==> src/rtl/fetch_pkg.sv <==
// Shared types and constants for the instruction fetch stage.
package fetch_pkg;

  typedef enum logic [2:0] {
    IDLE,
    RD_OP,
    RD_A1,
    RD_A2,
    PRESENT,
    HALT
  } fetch_state_e;

  localparam logic [7:0] OP_HALT     = 8'h00;
  localparam int         FETCH_BYTES = 3;

endpackage

==> src/rtl/instr_fetch.sv <==
// Instruction fetch: owns the PC, reads opcode + two argument bytes from a
// latency-1 byte memory, presents them to control and advances on op_done.
module instr_fetch
  import fetch_pkg::*;
#(
  parameter int ADDRW = 16,
  parameter int CNTW  = 32
) (
  input  logic             clk,
  input  logic             rst_n,
  input  logic             start,
  input  logic [ADDRW-1:0] start_addr,
  output logic [ADDRW-1:0] mem_addr,
  output logic             mem_en,
  input  logic [7:0]       mem_data,
  output logic [7:0]       op_code,
  output logic [7:0]       arg1,
  output logic [7:0]       arg2,
  input  logic [15:0]      offset,
  input  logic             op_done,
  output logic [ADDRW-1:0] pc,
  output logic             busy,
  output logic             halted,
  output logic [CNTW-1:0]  retired
);

  // Offset is sign-extended to at least the PC width before the add.
  localparam int EW = (ADDRW > 16) ? ADDRW : 16;

  fetch_state_e     state, state_nxt;
  logic [ADDRW-1:0] pc_q;
  logic [7:0]       ir, arg1_q, arg2_q;
  logic [CNTW-1:0]  retired_q;
  logic             present_first;
  logic [EW-1:0]    off_ext;
  logic             advance;

  assign off_ext = EW'($signed(offset));
  assign advance = (state == PRESENT) && op_done && !start;

  always_ff @(posedge clk or negedge rst_n) begin
    if (!rst_n) state <= IDLE;
    else        state <= state_nxt;
  end

  always_comb begin
    state_nxt = state;
    if (start) begin
      state_nxt = RD_OP;
    end else begin
      case (state)
        RD_OP:   state_nxt = RD_A1;
        RD_A1:   state_nxt = RD_A2;
        RD_A2:   state_nxt = (ir == OP_HALT) ? HALT : PRESENT;
        PRESENT: if (op_done) state_nxt = RD_OP;
        default: state_nxt = state;
      endcase
    end
  end

  always_comb begin
    mem_en   = 1'b0;
    mem_addr = pc_q;
    busy     = 1'b0;
    halted   = 1'b0;
    op_code  = OP_HALT;
    case (state)
      RD_OP: begin
        mem_en = 1'b1;
        busy   = 1'b1;
      end
      RD_A1: begin
        mem_en   = 1'b1;
        mem_addr = pc_q + ADDRW'(1);
        busy     = 1'b1;
      end
      RD_A2: begin
        mem_en   = 1'b1;
        mem_addr = pc_q + ADDRW'(FETCH_BYTES - 1);
        busy     = 1'b1;
      end
      PRESENT: begin
        busy = 1'b1;
        // Masked once op_done is seen so control never re-executes it.
        if (!op_done) op_code = ir;
      end
      HALT:    halted = 1'b1;
      default: ;
    endcase
  end

  always_ff @(posedge clk or negedge rst_n) begin
    if (!rst_n) begin
      pc_q          <= '0;
      ir            <= '0;
      arg1_q        <= '0;
      arg2_q        <= '0;
      retired_q     <= '0;
      present_first <= 1'b0;
    end else begin
      present_first <= (state == RD_A2) && (state_nxt == PRESENT);
      if (state == RD_A1) ir <= mem_data;
      if (state == RD_A2) arg1_q <= mem_data;
      if (present_first) arg2_q <= mem_data;
      if (start) begin
        pc_q      <= start_addr;
        retired_q <= '0;
      end else if (advance) begin
        pc_q <= ADDRW'(EW'(pc_q) + off_ext);
        if (retired_q != '1) retired_q <= retired_q + CNTW'(1);
      end
    end
  end

  // arg2's byte arrives in the first PRESENT cycle; bypass it so the value
  // seen by control is the same on every PRESENT cycle.
  assign arg2    = present_first ? mem_data : arg2_q;
  assign arg1    = arg1_q;
  assign pc      = pc_q;
  assign retired = retired_q;

endmodule

==> config.mk <==
export PLATFORM = sky130hd
export DESIGN_NAME = instr_fetch
export DESIGN_NICKNAME = d
export VERILOG_FILES = /design/src/rtl/fetch_pkg.sv /design/src/rtl/instr_fetch.sv
export SDC_FILE = /design/constraint.sdc
export NUM_CORES = 1
export LEC_CHECK = 0
export ABC_AREA = 0
export CORE_MARGIN = 4
export CORE_UTILIZATION = 25
export DETAILED_ROUTE_END_ITERATION = 10
export GPL_ROUTABILITY_DRIVEN = 0
export GPL_TIMING_DRIVEN = 0
export HOLD_SLACK_MARGIN = 0.06
export PLACE_DENSITY = 0.52
export SYNTH_ARGS = -nofsm -noshare
export SYNTH_HDL_FRONTEND = slang
export SYNTH_SLANG_ARGS = --single-unit
==> constraint.sdc <==
create_clock -name clk -period 2.59 [get_ports clk]
set_clock_uncertainty 0.1 [all_clocks]
set_input_delay 0.6475 -clock clk [delete_from_list [all_inputs] [get_ports clk]]
set_output_delay 0.6475 -clock clk [all_outputs]
set_load 0.03 [all_outputs]
After elaboration in Yosys (flattened, before gate mapping):

Index checks and enable logic that the tools add are counted.

* register bits: 76
* input port bits: 44
* output and inout port bits: 91
* word-level logic and storage cells: 44

* $add $sub $neg: 4
* equality and inequality tests: 7
* multiplexer cells: 16
* reductions and logical operators: 10

Operator list (number)
* 32-bit 2-to-1 mux: 3
* 32-bit by 1-bit adder with 32-bit output (second input constant): 1
* 16-bit 2-to-1 mux: 2
* 32-bit inequality test (second input constant): 1
* 16-bit one-hot mux with 2 select lines: 1
* 8-bit 2-to-1 mux: 3
* 16-bit by 1-bit adder with 16-bit output (second input constant): 1
* 16-bit adder: 1
* 16-bit by 2-bit adder with 16-bit output (second input constant): 1
* 3-bit one-hot mux with 4 select lines: 1
* 3-bit equality test (second input constant): 3
* 8-bit logical NOT: 1
* 3-bit by 2-bit equality test with 1-bit output (second input constant): 2
* 3-bit 2-to-1 mux: 2
* 1-bit 2-to-1 mux: 4
* 2-bit nonzero test: 2
* 4-bit OR reduction: 1
* 3-bit by 1-bit equality test with 1-bit output (second input constant): 1
* 1-bit logical AND: 3
* 3-bit OR reduction: 1
* 2-bit AND reduction: 1
* 1-bit logical NOT: 1

Depth between registers and ports, before layout:

* word-level depth: 6
* depth in mapped cells: 8

Worst setup path before layout:

No wires, ideal clock.

* path kind: register to output
* start point: register pc_q[1], in the netlist pc[1]
* end point: output mem_addr[12]
* data arrival time: 2085 ps
* data required time: 1842 ps
* setup slack: -242 ps
* stages on the path, launching flop included: 7
* buffers on the path: 0
* path through: dfrtp_1 ha_1 mux2_2 nand4_1 nor2_1 nand3_1 xnor2_1

* cells in the longest elaborated chain, start to end: 2

RTL lines
* from (decl): RTL line instr_fetch.sv:31 `logic [ADDRW-1:0] pc_q;`
* from (signal assigned): RTL line instr_fetch.sv:106 `pc_q <= start_addr;`
* from (signal assigned): RTL line instr_fetch.sv:109 `pc_q <= ADDRW'(EW'(pc_q) + off_ext);`
* 16-bit by 2-bit adder with 16-bit output / 16-bit by 1-bit adder with 16-bit output (equally long branches): RTL line instr_fetch.sv:79, instr_fetch.sv:74
* 16-bit one-hot mux with 2 select lines *: RTL line instr_fetch.sv:67 `case (state)`
* to (decl): RTL line instr_fetch.sv:13 `output logic [ADDRW-1:0] mem_addr,`

Every way passes the cells marked *; elsewhere a longest branch is shown, timed or not.

Worst setup path after layout:

Same ends and word-level chain as after synthesis.

==> key figures <==
Power and ir drop
  • Switching share of total power: between 30% and 40%
  • VDD IR max: 0.552 mV
  • Psw: 1.79 mW
  • P_leak: slightly below 3 nW
  • Clk network pwr share: 29.3%
  • Comb pwr share: 38.2%
  • P_int: approximately 3.2 mW
  • Total power: 5.00 mW
  • Pwr dens: 706 mW/mm^2
  • Sequential power share: 32.6%

STA
  • Setup TNS: -0.783 ns
  • Final worst slack: -0.143 ns
  • Slew Limit Fails: 0
  • Final Hold Viols: 0
  • Slew @ Worst Pin: 0.649 ns
  • RSZ-0062 raised after global routing: true
  • Relative slew margins: 56.8%
  • Fin crit period: 2.73 ns
  • Final setup fails: 10
  • Final period util: 106%
  • Peak Freq: around 370 MHz

Detailed routing
  • Drt pass-1 iters: 4
  • Via density: between 4 and 5
  • DR iter-0 viols: 259
  • Vias: 4368
  • Remaining antenna violation count: 0
  • Post-DR wirelength/cell: 17.2 um
  • Wirelength, routed: between 15000 and 20000 um
  • DRC Markers: 0

Final layout
  • Nets: ~720
  • Proportion of layout cells with a drive suffix above 1: between 20% and 30%
  • N_diodes: 0
  • Post-route insts no fill: ~890
  • Filler cell count: about 1800
  • Area growth syn-to-layout: 51.2%

Setup path
  • Critical Path Start Type: register
  • Worst r2r src: pc[1]$_DFFE_PN0P_
  • CP Launch Point: pc[1]$_DFFE_PN0P_
  • CP bufs+invs: 1
  • Max Fanout on Critical Path: 4
  • Worst path cell trace: ha_4, mux2_4, nand4_1, nor2_4, nand3_2, xnor2_2, buf_6
  • Critical Path AT: ~2.0 ns
  • Critical setup path kind: reg2out
  • CP max stage cell: dfrtp_2
  • Crit. End Element: output port
  • CP delay by family, top: simple AND/OR/NAND/NOR gates
  • Crit-path max cell delay: 0.43 ns
  • Crit path required time: 1.84 ns

Floorplanning
  • Core ar.: around 0.018 mm^2
  • Site Rows: 49
  • Die Span Y: between 100 and 150 um
  • Die footprint: 0.0210 mm^2
  • Initial core utilization: 25.7%
  • I/O pin total: 135
  • Horiz. Die Dim: 145 um

CTS
  • Clock slew at reported path FFs: 0.06 ns
  • Clock sink count: 76
  • CTS buffer count: 9
  • CTS tree: built
  • Clock latency on the worst-skew pair: 0.34 ns
  • H-tree depth: 3
  • Root Driver: clkbuf_16
  • CTS max path bufs: 2

Logic synthesis
  • Post-synth top cells: dfrtp_1 (76), nor2_1 (56), nand2_1 (43)
  • Cell accounting for the most synthesized area: dfrtp_1
  • Synth top area cells: dfrtp_1 (41%), mux2_2 (6.0%), xnor2_1 (5.8%)
  • EDFF count, synth: 0
  • Dominant synthesized flop cell: dfrtp_1
  • Unique masters post-synth: 51
  • Register area share after synthesis: 40.6%
  • Synth Net Count: 557
  • Synth warn: 0
  • Asr flop ratio synth: 100%
  • Post-synthesis average cell area: 9.48 um^2
  • Share of the synthesized area in the top cell type: 40.6%
  • Post-synthesis register bit count: 76
  • Count leader, synth: dfrtp_1
  • Synth Cell Area: approximately 0.0047 mm^2
  • Syn Inst Count: 494

Global routing
  • Antenna violations before repair: 0
  • Gr usage total: 14.7%
  • Grt ovf: 0
  • Largest net degree at the start of global routing: 61
  • Vias in the first global route: 4531
  • First-pass GRT wire length: 24200 um

Placed design
  • DP HPWL: 11300 um
  • Dpl cells: approximately 860
  • PortBufs: 134

Outcome
  • Failing checks: negative setup slack
  • Status: finished with violations

Run
  • Maxcap violations: 0

Min path
  • Worst min path class: in2async
through the flow:
step,utilization [%],area [um^2],setup slack (ns),hold WS [ns]
after global routing,38.9,7080,-0.293,0.109
final,38.9,7080,-0.143,0.0917
after floorplan,-,4750,-0.0203,0.252
after global placement,35.0,6380,-2.53,0.380
after detailed placement,35.2,6400,-0.971,0.386
after CTS,38.3,6980,-0.181,0.0830
path summary, 6_finish.rpt:
path / slack (ns) / endpoint / cells after the start
worst max-delay path: -0.14 / mem_addr[12] / 7
worst min-delay path: 0.09 / pc[5]$_DFFE_PN0P_ / 1
worst max register to register: 0.13 / pc[10]$_DFFE_PN0P_ / 9
worst min register to register: 0.40 / arg2_q[2]$_DFF_PN0_ / 1
max in group asynchronous: 1.71 / retired[2]$_DFFE_PN0P_ / 2
min in group clk: 0.40 / arg2_q[2]$_DFF_PN0_ / 1
state kept, by name (all words and copies together), names as in the netlist:
name           flops
ir                 8
present_first      1
pc                16
state              3
arg1               8
arg2_q             8
retired           32
power groups by stage:
stage | registers, mW | clock network, mW | logic, mW
detailed placement | 1.61 | 0 | 1.88
global route | 1.66 | 1.55 | 2.06
finish | 1.63 | 1.46 | 1.91
floorplan | 1.75 | 0 | 0.977
CTS | 1.63 | 1.50 | 1.88
global placement | 1.60 | 0 | 1.86
routing by layer:
layer  GRT usage, %  part of all wire (%)  vias to the layer above  wire (um)
li1               -                     -                     2118          -
met1           19.2                    46                     2118       7010
met2           22.6                    46                      109       7070
met3           4.60                   6.5                       23       1010
met4           5.79                   2.0                        0        308
met5              0                     0                        -          0
final cells by class:
class                      instances  area, um^2  area share [%]
clock buffer                       9         225            3.18
multi-input combinational        397        2990            42.2
inverter                           3        11.3           0.159
clock inverter                     6         113            1.59
buffer                            15        72.6            1.02
timing repair buffer             158        1470            20.8
tap                              229         287            4.05
sequential                        76        1910            27.0
layout by cell type (no fill, tap or decap), types with 6 or more instances in the layout:
cell type / n
clkbuf_1: 7
dfrtp_1: 70
o21ai_0: 24
ha_1: 15
nor2_1: 50
clkbuf_16: 9
mux2i_1: 6
dlygate4sd2_1: 12
buf_4: 32
nand3_1: 16
nand4_1: 16
mux2_2: 24
xnor2_2: 6
clkbuf_2: 6
and2_1: 10
nand2_1: 42
buf_2: 8
xnor2_1: 23
dfrtp_2: 6
a21oi_1: 18
xor2_1: 20
and4_1: 7
nand3b_1: 6
clkdlybuf4s50_1: 97
nor4_1: 9
nor3_1: 14
nor3b_1: 11
repair_timing:
| action | CTS | global route |
|---|---|---|
| hold buffers | 0 | 0 |
| resized for setup | 165 | 51 |
| buffers inserted | 12 | 11 |
| cloned | 0 | 0 |
| setup endpoints to repair | 81 | 49 |
| pin swaps | 12 | 18 |
logic make-up after synthesis:
family	Yosys count	share of synthesized area, %
buffers and inverters	21	1.68
and+or+nand+nor	215	24.7
AOI/OAI and AO/OA	81	11.0
DFF	76	40.6
adders and majority gates	19	5.24
muxes	31	7.29
xor gates and xnor gates	51	9.54
Note: power is estimated with default switching activity, not from simulation.
